<file path="config.mk">
export PLATFORM = sky130hd
export DESIGN_NAME = seq_addsub_64bit_flat
export DESIGN_NICKNAME = d
export VERILOG_FILES = /design/src/rtl/seq_addsub_64bit_if.sv /design/src/rtl/seq_addsub_64bit.sv /design/src/flat_wrapper.sv
export SDC_FILE = /design/constraint.sdc
export NUM_CORES = 1
export LEC_CHECK = 0
export CAP_MARGIN = 20
export CORE_UTILIZATION = 45
export DETAILED_ROUTE_END_ITERATION = 16
export PLACE_DENSITY = 0.73
export SLEW_MARGIN = 10
export SYNTH_ARGS = -nofsm -noshare
export SYNTH_HDL_FRONTEND = slang
export SYNTH_SLANG_ARGS = --single-unit
</file>
<file path="constraint.sdc">
create_clock -name clk -period 2.5 [get_ports clk]
set_clock_uncertainty 0.05 [all_clocks]
set_input_delay 0.25 -clock clk [delete_from_list [all_inputs] [get_ports clk]]
set_output_delay 0.25 -clock clk [all_outputs]
set_load 0.02 [all_outputs]
</file>
<file path="src/rtl/seq_addsub_64bit_if.sv">
// Operand/result bus for seq_addsub_64bit: start handshake, operands,
// status and registered result. The overflow line only exists when
// ADDSUB_OVERFLOW_EN is defined.
interface seq_addsub_64bit_if #(
  parameter int WIDTH = 64
);
  logic             start;
  logic             sub;
  logic [WIDTH-1:0] in1;
  logic [WIDTH-1:0] in2;
  logic             c_in;
  logic             busy;
  logic             done;
  logic [WIDTH-1:0] sum;
  logic             c_out;
`ifdef ADDSUB_OVERFLOW_EN
  logic             overflow;

  modport master (
    output start, sub, in1, in2, c_in,
    input  busy, done, sum, c_out, overflow
  );

  modport slave (
    input  start, sub, in1, in2, c_in,
    output busy, done, sum, c_out, overflow
  );
`else
  modport master (
    output start, sub, in1, in2, c_in,
    input  busy, done, sum, c_out
  );

  modport slave (
    input  start, sub, in1, in2, c_in,
    output busy, done, sum, c_out
  );
`endif
endinterface

</file>
<file path="src/rtl/seq_addsub_64bit.sv">
// Multi-cycle adder/subtractor. Operands are latched on an accepted start
// and consumed CHUNK bits per clock, LSB first, with the carry held in a
// register between chunks. Subtraction is done as A + ~B + !borrow_in, so
// the internal carry is the inverse of the borrow.
// Optional feature macro: ADDSUB_OVERFLOW_EN adds a registered signed
// overflow output.
module seq_addsub_64bit #(
  parameter int WIDTH = 64,
  parameter int CHUNK = 8
) (
  input logic              clk,
  input logic              rst_n,
  seq_addsub_64bit_if.slave bus
);

  localparam int N  = WIDTH / CHUNK;
  localparam int CW = (N > 1) ? $clog2(N) : 1;

  typedef enum logic [1:0] {
    IDLE = 2'd0,
    RUN  = 2'd1,
    DONE = 2'd2
  } state_t;

  state_t                 state_q;
  state_t                 state_d;
  logic [WIDTH-1:0]       a_q;
  logic [WIDTH-1:0]       b_q;
  logic                   carry_q;
  logic                   sub_q;
  logic [CW-1:0]          cnt_q;
  logic [WIDTH-CHUNK-1:0] res_q;
  logic [WIDTH-1:0]       sum_q;
  logic                   cout_q;
  logic [CHUNK:0]         chunk_res;
  logic [WIDTH-1:0]       res_full;
  logic                   accept;
  logic                   last_chunk;
`ifdef ADDSUB_OVERFLOW_EN
  logic                   ovf_q;
  logic                   msb_cin;
`endif

  // One chunk of the ripple: {carry_out, sum} = a + b + carry_in
  function automatic logic [CHUNK:0] chunk_add(
    input logic [CHUNK-1:0] a,
    input logic [CHUNK-1:0] b,
    input logic             c
  );
    chunk_add = {1'b0, a} + {1'b0, b} + {{CHUNK{1'b0}}, c};
  endfunction

  assign accept     = bus.start && (state_q != RUN);
  assign last_chunk = (state_q == RUN) && (cnt_q == CW'(N - 1));
  assign chunk_res  = chunk_add(a_q[CHUNK-1:0], b_q[CHUNK-1:0], carry_q);
  // Newest chunk on top of the previously produced ones; after the last
  // chunk this is the complete result.
  assign res_full   = {chunk_res[CHUNK-1:0], res_q};

  // State register
  always_ff @(posedge clk or negedge rst_n) begin
    if (!rst_n) state_q <= IDLE;
    else        state_q <= state_d;
  end

  // Next-state logic
  always_comb begin
    state_d = state_q;
    case (state_q)
      IDLE:    if (bus.start) state_d = RUN;
      RUN:     if (last_chunk) state_d = DONE;
      DONE:    state_d = bus.start ? RUN : IDLE;
      default: state_d = IDLE;
    endcase
  end

  // Operand latch and per-chunk processing; operands shift right so the
  // active chunk is always in the low bits
  always_ff @(posedge clk or negedge rst_n) begin
    if (!rst_n) begin
      a_q     <= '0;
      b_q     <= '0;
      carry_q <= 1'b0;
      sub_q   <= 1'b0;
      cnt_q   <= '0;
      res_q   <= '0;
    end else if (accept) begin
      a_q     <= bus.in1;
      b_q     <= bus.sub ? ~bus.in2 : bus.in2;
      carry_q <= bus.sub ? ~bus.c_in : bus.c_in;
      sub_q   <= bus.sub;
      cnt_q   <= '0;
    end else if (state_q == RUN) begin
      a_q     <= a_q >> CHUNK;
      b_q     <= b_q >> CHUNK;
      carry_q <= chunk_res[CHUNK];
      res_q   <= res_full[WIDTH-1:CHUNK];
      cnt_q   <= cnt_q + CW'(1);
    end
  end

`ifdef ADDSUB_OVERFLOW_EN
  // Carry into the MSB recovered from the MSB's own sum bit
  assign msb_cin = a_q[CHUNK-1] ^ b_q[CHUNK-1] ^ chunk_res[CHUNK-1];
`endif

  // Result registers, updated only on the edge that finishes the last chunk
  always_ff @(posedge clk or negedge rst_n) begin
    if (!rst_n) begin
      sum_q  <= '0;
      cout_q <= 1'b0;
`ifdef ADDSUB_OVERFLOW_EN
      ovf_q  <= 1'b0;
`endif
    end else if (last_chunk) begin
      sum_q  <= res_full;
      cout_q <= chunk_res[CHUNK] ^ sub_q;
`ifdef ADDSUB_OVERFLOW_EN
      ovf_q  <= msb_cin ^ chunk_res[CHUNK];
`endif
    end
  end

  assign bus.busy  = (state_q == RUN);
  assign bus.done  = (state_q == DONE);
  assign bus.sum   = sum_q;
  assign bus.c_out = cout_q;
`ifdef ADDSUB_OVERFLOW_EN
  assign bus.overflow = ovf_q;
`endif

endmodule

</file>
<file path="src/flat_wrapper.sv">
// flat-port wrapper written by rule: the top's interface ports become plain ports
module seq_addsub_64bit_flat 
#(
  parameter int WIDTH = 64,
  parameter int CHUNK = 8
)
  (clk, rst_n, bus_start, bus_sub, bus_in1, bus_in2, bus_c_in, bus_busy, bus_done, bus_sum, bus_c_out);
  seq_addsub_64bit_if #(.WIDTH(WIDTH)) bus_i ();
  input logic clk;
  input logic rst_n;
  input wire logic [$bits(bus_i.start)-1:0] bus_start;
  input wire logic [$bits(bus_i.sub)-1:0] bus_sub;
  input wire logic [$bits(bus_i.in1)-1:0] bus_in1;
  input wire logic [$bits(bus_i.in2)-1:0] bus_in2;
  input wire logic [$bits(bus_i.c_in)-1:0] bus_c_in;
  output wire logic [$bits(bus_i.busy)-1:0] bus_busy;
  output wire logic [$bits(bus_i.done)-1:0] bus_done;
  output wire logic [$bits(bus_i.sum)-1:0] bus_sum;
  output wire logic [$bits(bus_i.c_out)-1:0] bus_c_out;
  assign bus_i.start = bus_start;
  assign bus_i.sub = bus_sub;
  assign bus_i.in1 = bus_in1;
  assign bus_i.in2 = bus_in2;
  assign bus_i.c_in = bus_c_in;
  assign bus_busy = bus_i.busy;
  assign bus_done = bus_i.done;
  assign bus_sum = bus_i.sum;
  assign bus_c_out = bus_i.c_out;
  seq_addsub_64bit #(.WIDTH(WIDTH), .CHUNK(CHUNK)) u_core (.clk(clk), .rst_n(rst_n), .bus(bus_i));
endmodule
</file>
==> Yosys cells after proc, flatten, opt, wreduce, memory -nomap -nowiden <==
Index checks and enable logic that the tools add are counted.
{ "classes": {"n_addsub": 3, "multipliers": 0, "n_div": 0, "order_cmp": 0, "n_eq_ne": 6, "shift": 0, "n_mux": 14, "bitwise": 4, "n_reduce_logical": 6} }
{ "ops": {"columns": ["cell", "n"], "rows": [
  ["64-bit two-way mux", 5],
  ["64-bit inverter", 1],
  ["8-bit by 8-bit adder with 9-bit output", 1],
  ["9-bit by 1-bit adder with 9-bit output", 1],
  ["3-bit two-way mux", 2],
  ["2-bit case mux with 3 select lines", 1],
  ["1-bit two-way mux", 4],
  ["2-bit two-way mux", 2],
  ["2-bit by 1-bit != test with 1-bit output, second input constant", 2],
  ["2-bit AND reduction", 2],
  ["3-bit by 1-bit adder with 3-bit output, second input constant", 1],
  ["3-bit equality test, second input constant", 1],
  ["2-bit by 1-bit equality test with 1-bit output, second input constant", 1],
  ["2-bit equality test, second input constant", 1],
  ["1-bit logical AND", 2],
  ["2-bit zero test", 1],
  ["2-bit != test, second input constant", 1],
  ["1-bit inverter", 2],
  ["2-bit nonzero test", 1],
  ["1-bit XOR", 1]
]} }
{ "totals": {"ff_bits": 256, "latch_bits": 0, "ram_bits": 0, "mem_bits_ro": 0, "in_bits": 133, "output_inout_bits": 67, "word_cells": 42, "memories": 0} }

==> Logic depth before layout (Yosys ltp) <==
{ "depth": {"depth_word": 4, "depth_mapped": 9, "mapped_depth_nobuf": 8} }

==> Worst setup path before layout <==
Ideal clock, no wire load.
{ "synth_timing": {"path_kind": "register to register", "start": "register u_core.carry_q", "end": "register u_core.cout_q, in the netlist u_core.bus.c_out", "setup_ns": 0.127, "t_arrival_ns": 1.711, "t_required_ns": 2.323, "setup_slack_ns": 0.612, "stages_incl_launch_ff": 9, "cell_sequence": "dfrtp_1 -> fa_1 -> inv_1 -> fa_1 -> nand2b_1 -> a21oi_1 -> o22a_1 -> xnor2_1 -> o21ai_0"} }
{ "synth_via": {"elab_chain_len": 2} }
{ "synth_rtl": {"columns": ["item", "line", "source"], "rows": [
  ["start, declared", "seq_addsub_64bit.sv:29", "logic carry_q;"],
  ["start signal, assigned", "seq_addsub_64bit.sv:90", "carry_q <= bus.sub ? ~bus.c_in : bus.c_in;"],
  ["start signal, assigned", "seq_addsub_64bit.sv:96", "carry_q <= chunk_res[CHUNK];"],
  ["9-bit by 1-bit adder with 9-bit output", "seq_addsub_64bit.sv:50", "chunk_add = {1'b0, a} + {1'b0, b} + {{CHUNK{1'b0}}, c};"],
  ["1-bit XOR", "seq_addsub_64bit.sv:117", "cout_q <= chunk_res[CHUNK] ^ sub_q;"],
  ["end signal, assigned", "seq_addsub_64bit.sv:117", null],
  ["end, declared", "seq_addsub_64bit.sv:34", "logic cout_q;"]
]} }
Every way passes these cells.
A chain may end at the register's enable or synchronous reset.

==> Worst setup path after layout <==
{ "layout_timing": {"start": "register u_core.state_q[1]", "end": "output bus_busy"} }
{ "layout_via": {"elab_chain_len": 1} }
{ "layout_rtl": {"columns": ["item", "line", "source"], "rows": [
  ["start, declared", "seq_addsub_64bit.sv:25", "state_t state_q;"],
  ["start signal, assigned", "seq_addsub_64bit.sv:63", "else state_q <= state_d;"],
  ["2-bit by 1-bit equality test with 1-bit output", "seq_addsub_64bit.sv:124", "assign bus.busy = (state_q == RUN);"],
  ["end, declared", "flat_wrapper.sv:16", "output wire logic [$bits(bus_i.busy)-1:0] bus_busy;"]
]} }
Every way passes these cells.

==> qor.yml <==
synth:
  synth_nets: 1267
  synthXorXnorAreaFrac: 0.0549
  synth_top_family_by_area: "simple AND/OR/NAND/NOR gates"
  avgSynthCellArea_sq_um: 10.2
  netlist_instances: 1123
  synth_fa_ha_area_frac: 0.0133
  synth-compound-area-share: 0.0966
  synth_warnings: 0
  synth_simple_gate_area_frac: 0.122
  synth_mux_area_frac: 0.120
  syn-cell-area_sq_um: 11500
  yosysSeqAreaShare: 0.558
  ys_ff_latch: 256
  synth_cell_types: 32
critical_path:
  crit_chain: "nand2b_2 -> inv_8 -> clkdlybuf4s50_1"
  cp_top_family: "buffers and inverters"
  critPathMaxStageDelay_ns: 0.69
  arrival_ns: 1.92
  required_ns: 2.20
  path_max_fanout: 6
  endpoint_kind: "primary output"
  setup.worst_path.start: "u_core.state_q[1]$_DFFE_PN0P_"
  cp.buffers_inverters: 2
  worst-setup-path-type: "flip-flop to primary output"
  start_kind: "flip-flop"
  cp_slowest_cell: "clkdlybuf4s50_1"
  timing.rr.start: "u_core.carry_q$_DFFE_PN0P_"
  rrSetupSlack_ns: 0.42
place:
  port_buffers: 199
  globalplace.congestion: 0.849
  placed_area_sq_um: 13700
  dp_hpwl_mm: 16.9
timing:
  fmax_ghz: 0.451
  slew_headroom: 0.537
  setup_viol: 0
  tns_ns: 0
  finalMaxSlewViolations: 0
  period_share: 0.888
  hold_violations: 0
  worstMarginPinSlew_ns: 0.694
  rsz0062_at_grt: "no"
  fin_crit_ns: 2.22
  fin_hold_ws_ns: 0.195
finish:
  design_area_sq_um: 14600
  layout.nets: 1434
  n_antenna_cell: 0
  area_delta_synth_final_pct: 27.3
  fillerInstances: 2186
  drive_above_1_share: 0.0895
  final_common_cell: "nand2_1"
  mostFrequentLayoutCells: "nand2_1, dfrtp_1, clkdlybuf4s50_1"
drt:
  vias: 8272
  drt-initial-drc-count: 450
  post-route-drc-count: 0
  dr.pass1.iters: 5
  detail-route-antenna-nets: 0
  via_per_inst: 5.05
  wire_per_inst_um: 15.4
  routed_wirelength_mm: 25.2
die:
  initial_utilization: 0.457
  num_rows: 58
  core_area_sq_um: 25100
  ios: 200
  design.die.area_sq_um: 26200
  die_height_um: 162
  dieWidth_um: 162
global_route:
  antenna_found_initial: 4
  grt_pass1_vias: 8253
  gr-total-overflow: 0
  track_usage: 0.198
  grt_start_max_net_pins: 109
  grt_first_pass_wirelength_mm: 41.9
clock_tree:
  postCtsSetupBuffers: 0
  cts.sinks: 256
  clock-root-buffer: "clkbuf_16"
  clk_pin_slew_worst_paths_ns: 0.06
  htreeDepth: 1
  cts_tree: "built"
  clk_path_buf_depth: 3
  post_cts_resized: 0
  hold_buffers: 2
  clk_latency_ns: 0.53
  cts_made_buffers: 27
power_and_ir_drop:
  powerDensity_nw_per_um2: 1160
  p_leak_uw: 0.00675
  ir_worst_vdd_uv: 746
hold_path:
  hold_class: "primary input to asynchronous set/reset pin"
outcome:
  status: "completed"
flow_run:
  maxCapViolCount: 0
## routing by layer
layer | track usage | up-vias | share of wire
li1 | - | 4045 | -
met1 | 0.270 | 3974 | 0.45
met2 | 0.329 | 202 | 0.48
met3 | 0.0398 | 45 | 0.053
met4 | 0.0425 | 6 | 0.019
met5 | 0 | - | 0.0015
## cell usage after synthesis
cell type	number	area, sq um
nand2_1	282	1060
dfrtp_1	256	6410
o21ai_0	134	671
nor2_1	77	289
xnor2_1	66	578
mux2i_1	64	641
a21oi_1	62	310
clkbuf_1	38	143
mux2_2	33	372
buf_2	26	130
mux2_4	24	360
a211oi_1	9	67.6
ha_1	9	113
buf_6	7	78.8
xor2_1	6	52.6
buf_4	4	30.0
inv_1	4	15.0
nand2b_1	3	18.8
a21o_1	2	15.0
buf_1	2	7.51
fa_1	2	40.0
nand3_1	2	10.0
o211ai_1	2	15.0
inv_2	1	3.75
inv_4	1	6.26
nand2_2	1	6.26
nor2b_1	1	6.26
o21a_1	1	7.51
o21bai_1	1	7.51
o22a_1	1	8.76
o22ai_1	1	6.26
or3_1	1	6.26
## kinds of logic (layout without fill, tap and decap cells)
| logic type | Yosys count | count (layout) |
|---|---|---|
| compound gates | 213 | 213 |
| xor+xnor | 72 | 72 |
| fa+ha+maj | 11 | 11 |
| buf+inv | 83 | 267 |
| flops | 256 | 256 |
| mux | 121 | 121 |
| simple gates | 367 | 367 |
## flip-flops by register name, summed over array words and instances, names as in the netlist, 2 cells and up
| signal | count |
|---|---|
| u_core.a_q | 64 |
| u_core.b_q | 64 |
| u_core.bus.sum | 64 |
| u_core.res_q | 56 |
| u_core.cnt_q | 3 |
| u_core.state_q | 2 |
## power breakdown
| group | total, uW | switching, uW | internal, uW |
|---|---|---|---|
| sequential | 7030 | 1130 | 5900 |
| combinational | 5960 | 3270 | 2690 |
| clock | 3940 | 1580 | 2360 |
| total | 16900 | 5980 | 11000 |
## final timing paths
check | endpoint | cells past startpoint
max | bus_busy | 3
min | u_core.bus.sum[44]$_DFFE_PN0P_ | 2
max reg2reg | u_core.bus.c_out$_DFFE_PN0P_ | 8
min reg2reg | u_core.a_q[41]$_DFFE_PN0P_ | 2
max in group asynchronous | u_core.bus.sum[0]$_DFFE_PN0P_ | 3
min in group clk | u_core.a_q[59]$_DFFE_PN0P_ | 3
## worst register-to-register path: cells and delay by family, from the launching register on
kind	cells	cell delay [ns]
AOI/OAI and AO/OA	3	0.46
xor gates and xnor gates	1	0.12
adders and majority gates	2	0.70
buffers and inverters	1	0.08
DFF	1	0.38
and+or+nand+nor	1	0.18
## stage by stage
step	setup WS, ns	util	total power [uW]	cells
finish	0.281	0.582	16900	1637
global route	0.193	0.582	18100	1637
CTS	0.223	0.582	17100	1637
detailed placement	0.427	0.546	13100	1589
global placement	0.483	0.546	12800	1589
floorplan	0.612	-	10700	1123
## final cells by class
class | instances | area [sq um] | area share
Multi-Input combinational cell | 784 | 4660 | 0.319
Tap cell | 330 | 413 | 0.0283
Inverter | 6 | 31.3 | 0.00214
Timing Repair Buffer | 215 | 2230 | 0.153
Clock buffer | 41 | 788 | 0.0540
Sequential cell | 256 | 6410 | 0.439
Clock inverter | 5 | 78.8 | 0.00540
Note: power is estimated with default switching activity, not from simulation.
==> edit 1 (same flow settings) <==
Re-encode `state_t` (3 states) as one-hot, 3 bits wide.
--- a/src/rtl/seq_addsub_64bit.sv
+++ b/src/rtl/seq_addsub_64bit.sv
@@ -16,10 +16,10 @@
   localparam int N  = WIDTH / CHUNK;
   localparam int CW = (N > 1) ? $clog2(N) : 1;
 
-  typedef enum logic [1:0] {
-    IDLE = 2'd0,
-    RUN  = 2'd1,
-    DONE = 2'd2
+  typedef enum logic [2:0] {
+    IDLE = 3'b001,
+    RUN  = 3'b010,
+    DONE = 3'b100
   } state_t;
 
   state_t                 state_q;
Formal check against the unedited RTL: same outputs for any inputs over 4 cycles, from zero or initial values and one cycle with rst_n low; so few cycles prove little.
==> edit 1 against the unedited design <==
Wire length grew 0.10%. Setup slack lost 0.17 ns. Total power shrank 18%. Synthesized area grew 0.99%. Count of clock-buffer cells in the layout shrank 4. Synthesized cell count grew 1.9%. First-iteration DRC count grew 21%. Cell count grew 1.1%. Sequential cell count grew 1. Utilization grew 0.082 points. Combinational power shrank 42%. Non-clock buffer count grew 2. Cell area grew 0.72%. Highest routed layer unchanged.
==> edit 1: results <==
[status]
status = "complete, no violations"

[pwr]
p_sw_uw = 4530
p_seq_uw = 6570
leakage_uw = 0.00665
power.share.switching_pct = 32.7
worst_ir_drop_vdd_uv = 617
combPwrFrac_pct = 24.8

[setup_path]
cp_max_fo = 6
crit_family = "buffers and inverters"
r2r_setup_slack_ns = 0.38
reg2reg_from = "u_core.carry_q"
r2r_end = "u_core.bus.c_out"
reg2regPathDepth = 7
cp_slowest_cell = "clkdlybuf4s50_1"
cp.arrival_ns = 2.09
cp_slowest_stage_delay_ns = 0.60

[clocking]
clk_pin_slew_ns = 0.06
cts_setup_buffers = 0
numCtsBuffers = 27
cts_root_buffer = "clkbuf_16"
clk_latency_ns = 0.52

[global_route]
grt_usage_pct = 19.9
antenna_found_initial = 2
grt_max_degree = 146
grt_pass1_wl_mm = 42.4

[route]
dr.pass1.iters = 4
via_count = 8335
wl_per_cell_um = 15.2
drtIter0Drc = 544

[sta]
worstMarginPinSlew_ns = 0.596

[placed_design]
hpwl_mm = 17.4
gp_congestion = 0.806
placed_cell_area_um2 = 13800
port_buffers = 199

[final_layout]
antennaDiodeCount = 0
finalNetCount = 1452
drive_above_1_share_pct = 9.51
fillers = 2181

[synthesis]
ys.flop_type = "dfrtp_1"
syn_nets = 1288
ys_seq_area_share_pct = 55.5
ys_top_cells_by_area = "dfrtp_1 (55%), nand2_1 (9.0%), mux2_2 (5.5%)"
ys_types = 41
ys_top_cells_by_count = "nand2_1 (279), dfrtp_1 (256), o21ai_0 (108), nor2_1 (77), xnor2_1 (66)"

[hold_path]
holdCritPathClass = "in2async"
[edit 1: what timing repair did]
item	4_1_cts	5_1_grt
hold buffers	1	0
endpoints found under the setup margin	0	1
gates resized for setup	0	1
hold endpoints to repair	219	0
[edit 1: how the worst max path moves through the flow]
stage,startpoint,to,slack (ns),cells past startpoint
after floorplan,u_core.carry_q,u_core.bus.c_out,0.51,7
after global placement,u_core.carry_q,u_core.bus.c_out,0.42,7
after detailed placement,u_core.carry_q,u_core.bus.c_out,0.40,7
after CTS,u_core.state_q[1],bus_busy,0.03,3
after global routing,u_core.state_q[1],bus_busy,0.05,3
final,u_core.state_q[1],bus_busy,0.11,3
[edit 1: layout make-up]
type	count	area [um2]	share of cell area [%]
clock buffer	37	783	5.32
clock inverter	9	82.6	0.561
inverter	6	27.5	0.187
multi-input combinational	799	4720	32.0
sequential	257	6430	43.7
tap	330	413	2.81
timing repair buffer	217	2260	15.3
[edit 1: through the flow]
| stage | util [%] | std cells | hold slack, ns | setup WS [ns] |
|---|---|---|---|---|
| finish | 58.3 | 1655 | 0.175 | 0.111 |
| detailed placement | 54.8 | 1608 | 0.127 | 0.405 |
| global placement | 54.8 | 1608 | 0.125 | 0.419 |
| global route | 58.3 | 1655 | 0.206 | 0.0490 |
| CTS | 58.3 | 1655 | 0.168 | 0.0306 |
| floorplan | - | 1144 | -0.0956 | 0.515 |
[edit 1: kinds of logic after synthesis]
family	synth area share, %
AO/OA/AOI/OAI	9.97
XOR/XNOR	5.14
adder cells (fa/ha/maj)	1.32
buffers and inverters	4.00
flip-flops	55.5
multiplexers	11.1
AND/OR/NAND/NOR	13.0
[edit 1: per-layer routing]
metal	up-vias	wire length, um	GRT usage, %
li1	4141	-	-
met1	3950	11400	26.9
met2	211	11600	32.3
met3	31	1710	4.99
met4	2	467	4.03
met5	-	11	0
==> edit 2 (same settings) <==
Made on the original files. `WIDTH` is set to 64 in 3 places; all go to 128.
--- a/src/rtl/seq_addsub_64bit_if.sv
+++ b/src/rtl/seq_addsub_64bit_if.sv
@@ -2,7 +2,7 @@
 // status and registered result. The overflow line only exists when
 // ADDSUB_OVERFLOW_EN is defined.
 interface seq_addsub_64bit_if #(
-  parameter int WIDTH = 64
+  parameter int WIDTH = 128
 );
   logic             start;
   logic             sub;
--- a/src/rtl/seq_addsub_64bit.sv
+++ b/src/rtl/seq_addsub_64bit.sv
@@ -5,7 +5,7 @@
 // Optional feature macro: ADDSUB_OVERFLOW_EN adds a registered signed
 // overflow output.
 module seq_addsub_64bit #(
-  parameter int WIDTH = 64,
+  parameter int WIDTH = 128,
   parameter int CHUNK = 8
 ) (
   input logic              clk,
--- a/src/flat_wrapper.sv
+++ b/src/flat_wrapper.sv
@@ -1,7 +1,7 @@
 // flat-port wrapper written by rule: the top's interface ports become plain ports
 module seq_addsub_64bit_flat 
 #(
-  parameter int WIDTH = 64,
+  parameter int WIDTH = 128,
   parameter int CHUNK = 8
 )
   (clk, rst_n, bus_start, bus_sub, bus_in1, bus_in2, bus_c_in, bus_busy, bus_done, bus_sum, bus_c_out);
Interface: changed (resized bus_in1, bus_in2 and bus_sum); port bits go from 200 to 392. No check against the original RTL was run, so the function may have changed too.
==> edit 2 against the unedited design <==
Maximum frequency is 4.4% lower. Sequential cell count rose by 257. Synthesized area rose by 97%. Largest power group unchanged. Setup slack got worse by 0.10 ns. Cell area is 98% higher. Total power increased by 92%. Highest routed layer unchanged. Combinational power up 71%. Wire length rose by 120%.
==> edit 2: results <==
[status]
status = "complete, no violations"

[final_layout]
fillers = 4238
multiInputGateArea_um2 = 8930
buffers_excl_clock = 433
fin_cells = 3514
multi_input_gates = 1796
seq_area_share_pct = 44.4
finalNetCount = 3075
clock_buffers = 80
antennaDiodeCount = 3
seq_area_um2 = 12800
bufAreaShareNonClock_pct = 15.3
drive_above_1_share_pct = 4.85
area_share_clock_buf_inv_pct = 6.34

[floorplanning]
tapCellCount = 664

[placed_design]
placed_cell_area_um2 = 27100
hpwl_mm = 38.2
post-place-cells = 3410
gp_congestion = 0.855
port_buffers = 391
dp_slack_ns = 0.421

[pwr]
worst_ir_drop_vdd_uv = 756
leakage_uw = 0.0138
powerClk_uw = 8190
p_seq_uw = 14100
intPower_uw = 20700
p_sw_uw = 11800

[setup_path]
cp_slowest_stage_delay_ns = 0.72
cp_max_fo = 5

[route]
dr.pass1.iters = 5
met2_length_mm = 27.7
wl_met1_mm = 23.7
wl_mm = 56.6
drtIter0Drc = 1372
via_count = 17700
top_layer = "met5"
routed-wl-met3_mm = 3.81

[clocking]
numCtsBuffers = 54
clk_latency_ns = 0.61
cts-htree-levels = 2

[global_route]
grt_max_degree = 244
antenna_found_initial = 8
grt_pass1_wl_mm = 91.3
grt_usage_pct = 22.3

[synthesis]
ys_top_cells_by_area = "dfrtp_1 (57%), nand2_1 (16%), o21ai_0 (5.8%)"
synth_top_area_share_pct = 56.6
ys_ff_latch = 513
synth_cells = 2484
syn_nets = 2755
ys_seq_area_share_pct = 56.6
ys_types = 34
edit 2: changes by cell type in the layout (fill, tap and decap cells not counted), moves of 18 or more:
| cell | unedited run | this run |
|---|---|---|
| a21oi_1 | 62 | 125 |
| buf_4 | 7 | 25 |
| clkbuf_16 | 27 | 54 |
| clkdlybuf4s50_1 | 196 | 388 |
| dfrtp_1 | 256 | 513 |
| mux2_2 | 33 | 1 |
| mux2_4 | 24 | 0 |
| mux2i_1 | 64 | 128 |
| nand2_1 | 282 | 965 |
| nor2_1 | 77 | 138 |
| o21ai_0 | 134 | 261 |
| xnor2_1 | 66 | 131 |
edit 2: worst reg2reg max path: stages (launching register included):
cell and delay [ns]:
dfrtp_1 0.39, ha_1 0.18, and3_1 0.21, nand2_4 0.08
inv_4 0.58, buf_12 0.32, nand2_1 0.11, nand2_1 0.09
edit 2: worst paths after layout:
check                             startpoint            endpoint  slack (ns)  depth (start not counted)
max reg2reg                  u_core.cnt_q[0]  u_core.bus.sum[89]        0.41                          7
min                                    rst_n  u_core.bus.sum[10]        0.17                          2
min in group clk                bus_in1[124]     u_core.a_q[124]        0.21                          3
min reg2reg                  u_core.res_q[0]   u_core.bus.sum[0]        0.42                          2
max                        u_core.state_q[1]            bus_busy        0.18                          3
max in group asynchronous              rst_n      u_core.a_q[45]        1.35                          3
edit 2: layer usage:
layer / vias to the layer above / global-route usage, %
met1: 8526 / 29.0
met4: 10 / 6.69
met5: - / 0
met3: 89 / 5.47
li1: 8596 / -
met2: 442 / 36.8
edit 2: cells by family after synthesis:
kind of cell	Yosys count	share of synthesized area (%)
compound gates	405	9.14
buf+inv	175	4.04
mux	129	5.70
xor+xnor	137	5.29
simple gates	1115	18.6
flops	513	56.6
fa+ha+maj	10	0.618
